File: src/rtl/cache_arbiter.sv
// Two-way arbiter sharing the adaptor line port between I-cache and D-cache.
// Define CACHE_ARB_ROUND_ROBIN_EN for alternating contention grants; default is D-cache priority.
module cache_arbiter #(
    parameter int LINE_W = 256,
    parameter int ADDR_W = 32
) (
    input  logic              clk,
    input  logic              reset_n,
    input  logic              icache_read,
    input  logic [ADDR_W-1:0] icache_address,
    output logic [LINE_W-1:0] icache_rdata,
    output logic              icache_resp,
    input  logic              dcache_read,
    input  logic              dcache_write,
    input  logic [ADDR_W-1:0] dcache_address,
    input  logic [LINE_W-1:0] dcache_wdata,
    output logic [LINE_W-1:0] dcache_rdata,
    output logic              dcache_resp,
    output logic              mem_read,
    output logic              mem_write,
    output logic [ADDR_W-1:0] mem_address,
    output logic [LINE_W-1:0] mem_wdata,
    input  logic [LINE_W-1:0] mem_rdata,
    input  logic              mem_resp,
    output logic              busy
);

    typedef enum logic [1:0] {IDLE, SERVE_I, SERVE_D, RELEASE} state_t;

    state_t state, state_next;
    logic   grant_d, grant_d_next;
    logic   op_write, op_write_next;
    logic   req_i, req_d, pick_d, serving;

    assign req_i = icache_read;
    assign req_d = dcache_read | dcache_write;

`ifdef CACHE_ARB_ROUND_ROBIN_EN
    logic last_d;

    // On contention, hand the grant to whoever lost the previous contended round.
    assign pick_d = req_d & (~req_i | ~last_d);

    always_ff @(posedge clk or negedge reset_n) begin
        if (!reset_n) begin
            last_d <= 1'b0;
        end else if (state == IDLE && req_i && req_d) begin
            last_d <= pick_d;
        end
    end
`else
    assign pick_d = req_d;
`endif

    always_ff @(posedge clk or negedge reset_n) begin
        if (!reset_n) begin
            state    <= IDLE;
            grant_d  <= 1'b0;
            op_write <= 1'b0;
        end else begin
            state    <= state_next;
            grant_d  <= grant_d_next;
            op_write <= op_write_next;
        end
    end

    always_comb begin
        state_next    = state;
        grant_d_next  = grant_d;
        op_write_next = op_write;
        case (state)
            IDLE: begin
                if (req_i || req_d) begin
                    state_next    = pick_d ? SERVE_D : SERVE_I;
                    grant_d_next  = pick_d;
                    op_write_next = pick_d & dcache_write;
                end
            end
            SERVE_I, SERVE_D: begin
                if (mem_resp) state_next = RELEASE;
            end
            RELEASE: state_next = IDLE;
            default: state_next = IDLE;
        endcase
    end

    assign serving      = (state == SERVE_I) || (state == SERVE_D);
    assign mem_read     = serving & ~op_write;
    assign mem_write    = serving & op_write;
    assign mem_address  = grant_d ? dcache_address : icache_address;
    assign mem_wdata    = (grant_d && op_write) ? dcache_wdata : '0;
    assign busy         = (state != IDLE);

    // A requester that abandoned its request gets no completion pulse.
    assign icache_resp  = (state == SERVE_I) & mem_resp & icache_read;
    assign dcache_resp  = (state == SERVE_D) & mem_resp & req_d;
    assign icache_rdata = mem_rdata;
    assign dcache_rdata = mem_rdata;

endmodule

File: config.mk
export PLATFORM = sky130hd
export DESIGN_NAME = cache_arbiter
export DESIGN_NICKNAME = d
export VERILOG_FILES = /design/src/rtl/cache_arbiter.sv
export SDC_FILE = /design/constraint.sdc
export NUM_CORES = 1
export LEC_CHECK = 0
export ABC_AREA = 0
export CAP_MARGIN = 20
export CORE_AREA = 2 2 536 538
export DETAILED_ROUTE_END_ITERATION = 10
export DIE_AREA = 0 0 538 540
export PLACE_DENSITY = 0.3
export RECOVER_POWER = 100
export SLEW_MARGIN = 30
export SYNTH_ARGS = -nofsm -noshare
export SYNTH_HDL_FRONTEND = slang
export SYNTH_SLANG_ARGS = --single-unit
File: constraint.sdc
create_clock -name clk -period 3.1 [get_ports clk]
set_input_delay 0.62 -clock clk [delete_from_list [all_inputs] [get_ports clk]]
set_output_delay 0.62 -clock clk [all_outputs]
set_load 0.05 [all_outputs]
**Word level (Yosys, flattened, before mapping)**

Cells that the tools add are included.

- Bits in registers: 4
- Bits in latches: 0
- RAM bits: 0
- Bits in read-only memories: 0
- Word-level logic and storage cells: 31
- Memories kept: 0

- $add $sub $neg: 0
- $mul: 0
- Divide/modulo/power cells: 0
- Order comparisons: 0
- Equality and inequality tests: 5
- Shift-type cells: 0
- Mux-type cells: 6
- Bitwise operators: 9
- Reductions and logical operators: 8

Operators by type and width:

| kind | number |
|---|---|
| 2-to-1 mux 256 bit | 1 |
| 2-to-1 mux 32 bit | 1 |
| AND 1 bit | 7 |
| 2-to-1 mux 2 bit | 3 |
| case mux 2 bit (3 select lines) | 1 |
| == test 2 bit (second input constant) | 2 |
| != test 2 bit (second input constant) | 2 |
| AND reduction 2 bit | 2 |
| == test 2 x 1 -> 1 bit (second input constant) | 1 |
| logical NOT 2 bit | 1 |
| logical OR 1 bit | 2 |
| nonzero test 2 bit | 1 |
| OR reduction 2 bit | 1 |
| logical AND 1 bit | 1 |
| NOT 1 bit | 1 |
| OR 1 bit | 1 |

**Logic depth before layout (Yosys ltp)**

Gate-level depths: netlist (run 1).

- Word-level depth: 4
- Gate-level depth with buffers: 6
- Mapped depth without buffers: 5

**Worst setup path before layout (run 1)**

OpenSTA, ideal clock, no wires.

- Path kind: reg2out
- Start: register state[0]
- End: output mem_read
- Arrival time: 1.470 ns
- Required time: 2.480 ns
- Path slack: 1.010 ns
- Cell stages (with the launch flop): 4
- Buffers on the path: 0
- Path through: dfrtp_1 > inv_1 > ha_1 > nor2b_1

- Word-level cells in the longest chain between the ends: 3
- Elaborated cells on any way between the ends: 4

RTL lines:

| item | RTL line | RTL |
|---|---|---|
| start: declaration | 30 | `state_t state, state_next;` |
| start signal: assignment | 61 | `state <= state_next;` |
| == test 2 x 1 -> 1 bit / == test 2 bit (equally long branches) | 87 | `assign serving = (state == SERVE_I) \|\| (state == SERVE_D);` |
| logical OR 1 bit (*) | 87 |  |
| AND 1 bit (*) | 88 | `assign mem_read = serving & ~op_write;` |
| end: declaration | 19 | `output logic mem_read,` |

Mark *: on every way between the ends. The rest lies on a longest branch, timed or not.

**Worst setup path in the final report (run 1)**

- Start: register grant_d
- End: output mem_wdata[76]

- Word-level cells in the longest chain between the ends: 2

RTL lines:

| item | RTL line | RTL |
|---|---|---|
| start: declaration | 31 | `logic grant_d, grant_d_next;` |
| start signal: assignment | 62 | `grant_d <= grant_d_next;` |
| logical AND 1 bit | 91 | `assign mem_wdata = (grant_d && op_write) ? dcache_wdata : '0;` |
| 2-to-1 mux 256 bit | 91 |  |
| end: declaration | 22 | `output logic [LINE_W-1:0] mem_wdata,` |

No other way between the ends.

==> run metrics, run 1 <==
die width 538 um; worst hold path type flip-flop to flip-flop; utilization after layout 4.561%; count leader, synth buf_4; Syn. warnings 0; Die Area 0.2905 mm^2; Synth top area share 57.53%; Synth async-reset ratio 100.0%; hold path start state[0]; clk_skew 0.004511 ns; worst-path cell with the longest stage delay dfrtp_4; final wirelength 155.9 mm; Crit path required time 2.48 ns; Leak 4.583 nW; DR iter-0 viols 589; met3 Use GR 12.17%; status finished, final reports clean; pre-CTS setup slack 0.4302 ns; syn nets 1475; Max Cap Viol 0; syn avg cell area 7.521 um^2; largest net degree at the start of global routing 86; die extent in y 540 um; post-route setup slack 0.2141 ns; first drt pass iteration count 5; worst skew pair latency 0.23 ns; WL per Instance 33.05 um; Crit path arrival time 2.27 ns; root buf cell clkbuf_16; PwrDens 837.0 mW/mm^2; clock tree buffer depth 2; Post-Place Cells 4707; CP startpoint grant_d; RSZ-0062 raised after global routing false; grt ovf 0; VDD IR max 0.5095 mV; crit start category flip-flop; f_max 346.5 MHz; CTS resizes 0; initial antenna violation count 121; post-CTS setup buffers 0; Worst-Margin Slew 0.8324 ns; crit end category primary output; Slew Limit Headroom 44.41%; GR Util met1 7.560%; Worst R2R Start state[0]; Final period util 93.09%; area delta synth->final 93.81%; first-pass GRT wire length 172.4 mm; Ports 1387; critical path peak fanout 85; clock net sink count 4; buffers and inverters on the worst path 2; Final Hold Viols 0; dominant synthesized flop cell dfrtp_1; layout cells sized above 1 21.71%; crit-path max cell delay 0.66 ns; Initial Util 2.353%; CTS Buf Count 3; CTS clk-pin slew, worst paths 0.03 ns; via count 7167; synth top area cells buf_4 (58%), and3_1 (24%), mux2_4 (6.5%); most used routing layer met2; DR vias/cell 1.520; met2 Track Usage GR 15.86%; Final nets 1535; worst path cell trace buf_12, and3_1, clkbuf_1; Setup Crit Path Kind flip-flop to primary output; Post-synth EDFFs 0; CTS H-tree depth 1; dominant cell type by area after synthesis buf_4; Post-DP HPWL 148.2 mm; CTS tree built; Port Buf Inserts 618; Post-Syn Instances 890; Post-Syn Area 0.006694 mm^2; Min Hold Slack 0.6704 ns; cts hold-fix bufs 0; final-report max-slew violation count 0; final setup vio count 0; site row count 196; Period minus WS final 2.886 ns; CP top delay family buffers and inverters; number of global-route vias before repair 7145; Final Instance Count excl. Fillers 4716; Detail Route Antenna Nets 0; sequential fraction of the synthesis area 1.495%; fillers 33871; drt drc 0; Synth cell types 24; CORE AREA 0.2845 mm^2; Post-synth top cells buf_4 (513), and3_1 (258), mux2_4 (29), buf_6 (28), clkbuf_2 (23); setup TNS 0 ns; flops & latches, synth 4; routability cong. 0.9929; Total GRT Usage 10.19%
cells in the final DEF, fill, tap and decap left out, types with 3 or more instances in the layout:
cell             synthesis  layout
and3_1                 258     258
buf_12                   0      70
buf_4                  513      14
clkbuf_1                 6     106
clkbuf_16                0       3
clkbuf_2                23      93
clkdlybuf4s50_1          0     323
diode_2                  0       5
dlygate4sd3_1            0      11
dlymetal6s2s_1           0      12
ha_1                     3       3
inv_1                    3       3
mux2_1                   0       9
mux2_2                   3       3
mux2_4                  29      20
per-layer routing:
| layer | routed length [um] | share of wire, % |
|---|---|---|
| met1 | 39030 | 25 |
| met2 | 66010 | 42 |
| met3 | 41660 | 27 |
| met4 | 8835 | 5.7 |
| met5 | 348 | 0.22 |
logic make-up (layout without fill, tap and decap cells):
group,count (synthesis),after routing,synth area share (%)
AO/OA/AOI/OAI,9,9,0.8974
adder cells (fa/ha/maj),3,3,0.5608
buffers and inverters,577,636,65.21
flip-flops,4,4,1.495
multiplexers,32,32,7.009
other,0,5,0
AND/OR/NAND/NOR,265,265,24.82
flip-flops by register name (all words and copies together) (netlist names):
| register | cells |
|---|---|
| grant_d | 1 |
| op_write | 1 |
| state | 2 |
power breakdown:
group          switching (mW)  leakage [nW]  internal [mW]
Combinational            7.75          4.50           2.69
Clock                  0.0385        0.0382          0.170
Sequential              0.124        0.0447         0.0885
worst paths after layout:
path | to | slack (ns) | cells past startpoint
setup reg to reg | state[0] | 1.40 | 5
hold reg to reg | state[0] | 0.67 | 2
setup / recovery | mem_wdata[76] | 0.21 | 3
min in group asynchronous | grant_d | 0.68 | 1
max in group asynchronous | op_write | 2.22 | 1
hold / removal | state[0] | 0.67 | 2
tightest hold or removal path: stages, from the launching register on:
cell	delay, ns
dfrtp_1	0.41
o2bb2ai_1	0.08
a21oi_1	0.13
area by class of cell:
cell class                      count  area [um^2]  area share (%)
Timing Repair Buffer              629         5867           45.22
Sequential cell                     4        107.6          0.8294
Tap cell                         3762         4707           36.28
Antenna cell                        5        12.51         0.09644
Inverter                            3        11.26         0.08680
Multi-Input combinational cell    309         2190           16.88
Clock buffer                        4        78.83          0.6076
per-stage QoR:
stage | cell area, um^2 | power [mW]
3_3_place_gp | 14400 | 12.30
4_1_cts | 14480 | 12.53
2_1_floorplan | 6694 | 8.091
6_report | 12970 | 10.86
3_5_place_dp | 14400 | 12.28
5_1_grt | 12970 | 11.32
Note: power is estimated with default switching activity, not from simulation.
==> run 2: changes to the inputs <==
Settings changed: CORE_AREA 2 2 536 538 to 2 2 538 540, DIE_AREA 0 0 538 540 to 0 0 540 542, DONT_BUFFER_PORTS from default to 1.
==> run 2 against run 1 <==
Total power is 11% lower. Wire length grew 3.2%. Sequential cell count unchanged. Register-to-register slack better by 0.19 ns. Count of clock-buffer cells in the layout shrank 1. Critical path type unchanged.
==> run metrics, run 2 (same netlist as run 1, synthesis figures left out) <==
status finished, final reports clean; root buf cell clkbuf_16; grt ovf 0 (unchanged); commonest non-fill, non-tap cell in the layout and3_1; routability cong. 1.019 (+2.6%); critical path peak fanout 56 (-34%); most used routing layer met3; worst r2r dst state[0]; f_max 349.8 MHz (+0.96%); die extent in y 542 um (+0.37%); Final nets 1116 (-27%); layout cells sized above 1 30.06% (+8.3 points); WL per Instance 37.09 um (+12%); site row count 197 (+0.51%); worst hold path type input pin to asynchronous set/reset pin; cts hold-fix bufs 0 (unchanged); clk_skew 0.005472 ns (+0.0009606 ns); DR vias/cell 1.388 (-8.7%); Port Buf Inserts 0 (-100%); Leak 2.542 nW (-45%); worst reg-to-reg path cell count 5 (unchanged); CP startpoint grant_d; CTS tree built; clock net sink count 4 (unchanged); Worst R2R Start state[0]; met2 Track Usage GR 15.00% (-0.86 points); CTS Buf Count 3 (unchanged); CTS resizes 0 (unchanged); die width 540 um (+0.37%); first drt pass iteration count 8 (+3); final setup vio count 0 (unchanged); Initial Util 2.333% (-0.020 points); Crit path arrival time 2.24 ns (-0.03 ns); area delta synth->final 24.69%; RSZ-0062 raised after global routing false; Crit path required time 2.48 ns (about the same); Min Hold Slack 0.08666 ns (-0.5837 ns); most frequent cells in the layout and3_1 (258), clkbuf_2 (85), clkbuf_1 (59), buf_4 (59), mux2_1 (30); Period minus WS final 2.859 ns (-0.02736 ns); Slew Limit Headroom 25.83% (-19 points); crit-path max cell delay 0.70 ns (+0.04 ns); R2R Setup Slk 1.59 ns (+0.19 ns); Total GRT Usage 10.39% (+0.20 points); Top Registers state x2, grant_d x1, op_write x1; largest net degree at the start of global routing 126 (+47%); CTS H-tree depth 1 (unchanged); crit path to mem_wdata[90]; utilization after layout 2.909% (-1.7 points); Max Cap Viol 0 (unchanged); PwrDens 1163 mW/mm^2 (+39%); Largest register FFs 2 (unchanged); via count 6020 (-16%); crit end category primary output; GR Util met1 7.150% (-0.41 points); final-report max-slew violation count 0 (unchanged); initial antenna violation count 148 (+22%); DR iter-0 viols 883 (+50%); VDD IR max 0.4038 mV (-21%); drt drc 0 (unchanged); Ports 1387 (unchanged); Worst-Margin Slew 1.117 ns (+0.2849 ns); CTS clk-pin slew, worst paths 0.03 ns (about the same); crit start category flip-flop; most used cell, CP buf_12; number of global-route vias before repair 5139 (-28%); Post-DP HPWL 153.8 mm (+3.8%); CORE AREA 0.2869 mm^2 (+0.86%); worst path cell trace buf_12, buf_12, and3_1, clkbuf_1; setup TNS 0 ns (unchanged); Final Hold Viols 0 (unchanged); worst skew pair latency 0.23 ns (about the same); final wirelength 160.8 mm (+3.2%); Die Area 0.2927 mm^2 (+0.74%); first-pass GRT wire length 173.8 mm (+0.82%); largest reg by FF count state; worst-path cell with the longest stage delay clkbuf_1; met3 Use GR 15.10% (+2.9 points); post-CTS setup buffers 0 (unchanged); Final period util 92.21% (-0.88 points); Setup Crit Path Kind flip-flop to primary output; clock tree buffer depth 2 (unchanged); Detail Route Antenna Nets 0 (unchanged)
## run 2: cell count changes in the layout (fill, tap and decap cells not counted), sizes merged
cell | before | now
buf | 84 | 66
clkbuf | 203 | 147
clkdlybuf4s50 | 323 | 0
dlymetal6s2s | 12 | 0
diode | 5 | 27
dlygate4sd3 | 11 | 0
## run 2: report_power, final
group | internal [mW] | switching [mW] | leakage [nW]
clock | 0.165 | 0.0394 | 0.0371
combinational | 1.44 | 7.86 | 2.46
sequential | 0.0884 | 0.114 | 0.0447
total | 1.69 | 8.01 | 2.54
## run 2: layout make-up
class | instances | area [um^2]
antenna | 27 | 67.56
clock buffer | 3 | 75.07
fill | 34487 | 278600
inverter | 3 | 11.26
multi-input combinational | 309 | 2125
sequential | 4 | 107.6
tap | 3781 | 4731
timing repair buffer | 210 | 1230
## run 2: per-layer routing
metal / up-vias / share of wire, % / wire length, um
li1: 1714 / - / -
met1: 2409 / 23 / 37110
met2: 1339 / 40 / 64000
met3: 540 / 32 / 51360
met4: 18 / 5.1 / 8201
met5: - / 0.10 / 161
## run 2: worst min-delay path by stage
stage          startpoint  endpoint  slack, ns  cells past startpoint
5_1_grt           reset_n  state[0]       0.08                      0
4_1_cts           reset_n  state[0]       0.09                      0
3_5_place_dp      reset_n  state[1]       0.32                      0
2_1_floorplan     reset_n   grant_d       0.32                      0
3_3_place_gp      reset_n  state[1]       0.32                      0
6_report          reset_n  state[0]       0.09                      0
## run 2: critical path, delay by kind of cell, from the launching register on
| family | cells | cell delay (ns) |
|---|---|---|
| DFF | 1 | 0.44 |
| buffers and inverters | 3 | 1.17 |
| and+or+nand+nor | 1 | 0.23 |
## run 2: stage by stage
stage | total power [mW] | cells | worst slack [ns] | area [um^2]
6_report | 9.703 | 4337 | 0.2414 | 8347
5_1_grt | 10.11 | 4324 | 0.2582 | 8314
4_1_cts | 10.39 | 4310 | 0.5805 | 8820
3_5_place_dp | 10.15 | 4307 | 0.8237 | 8745
3_3_place_gp | 10.11 | 4307 | 0.8595 | 8745
2_1_floorplan | 8.091 | 890 | 1.010 | 6694
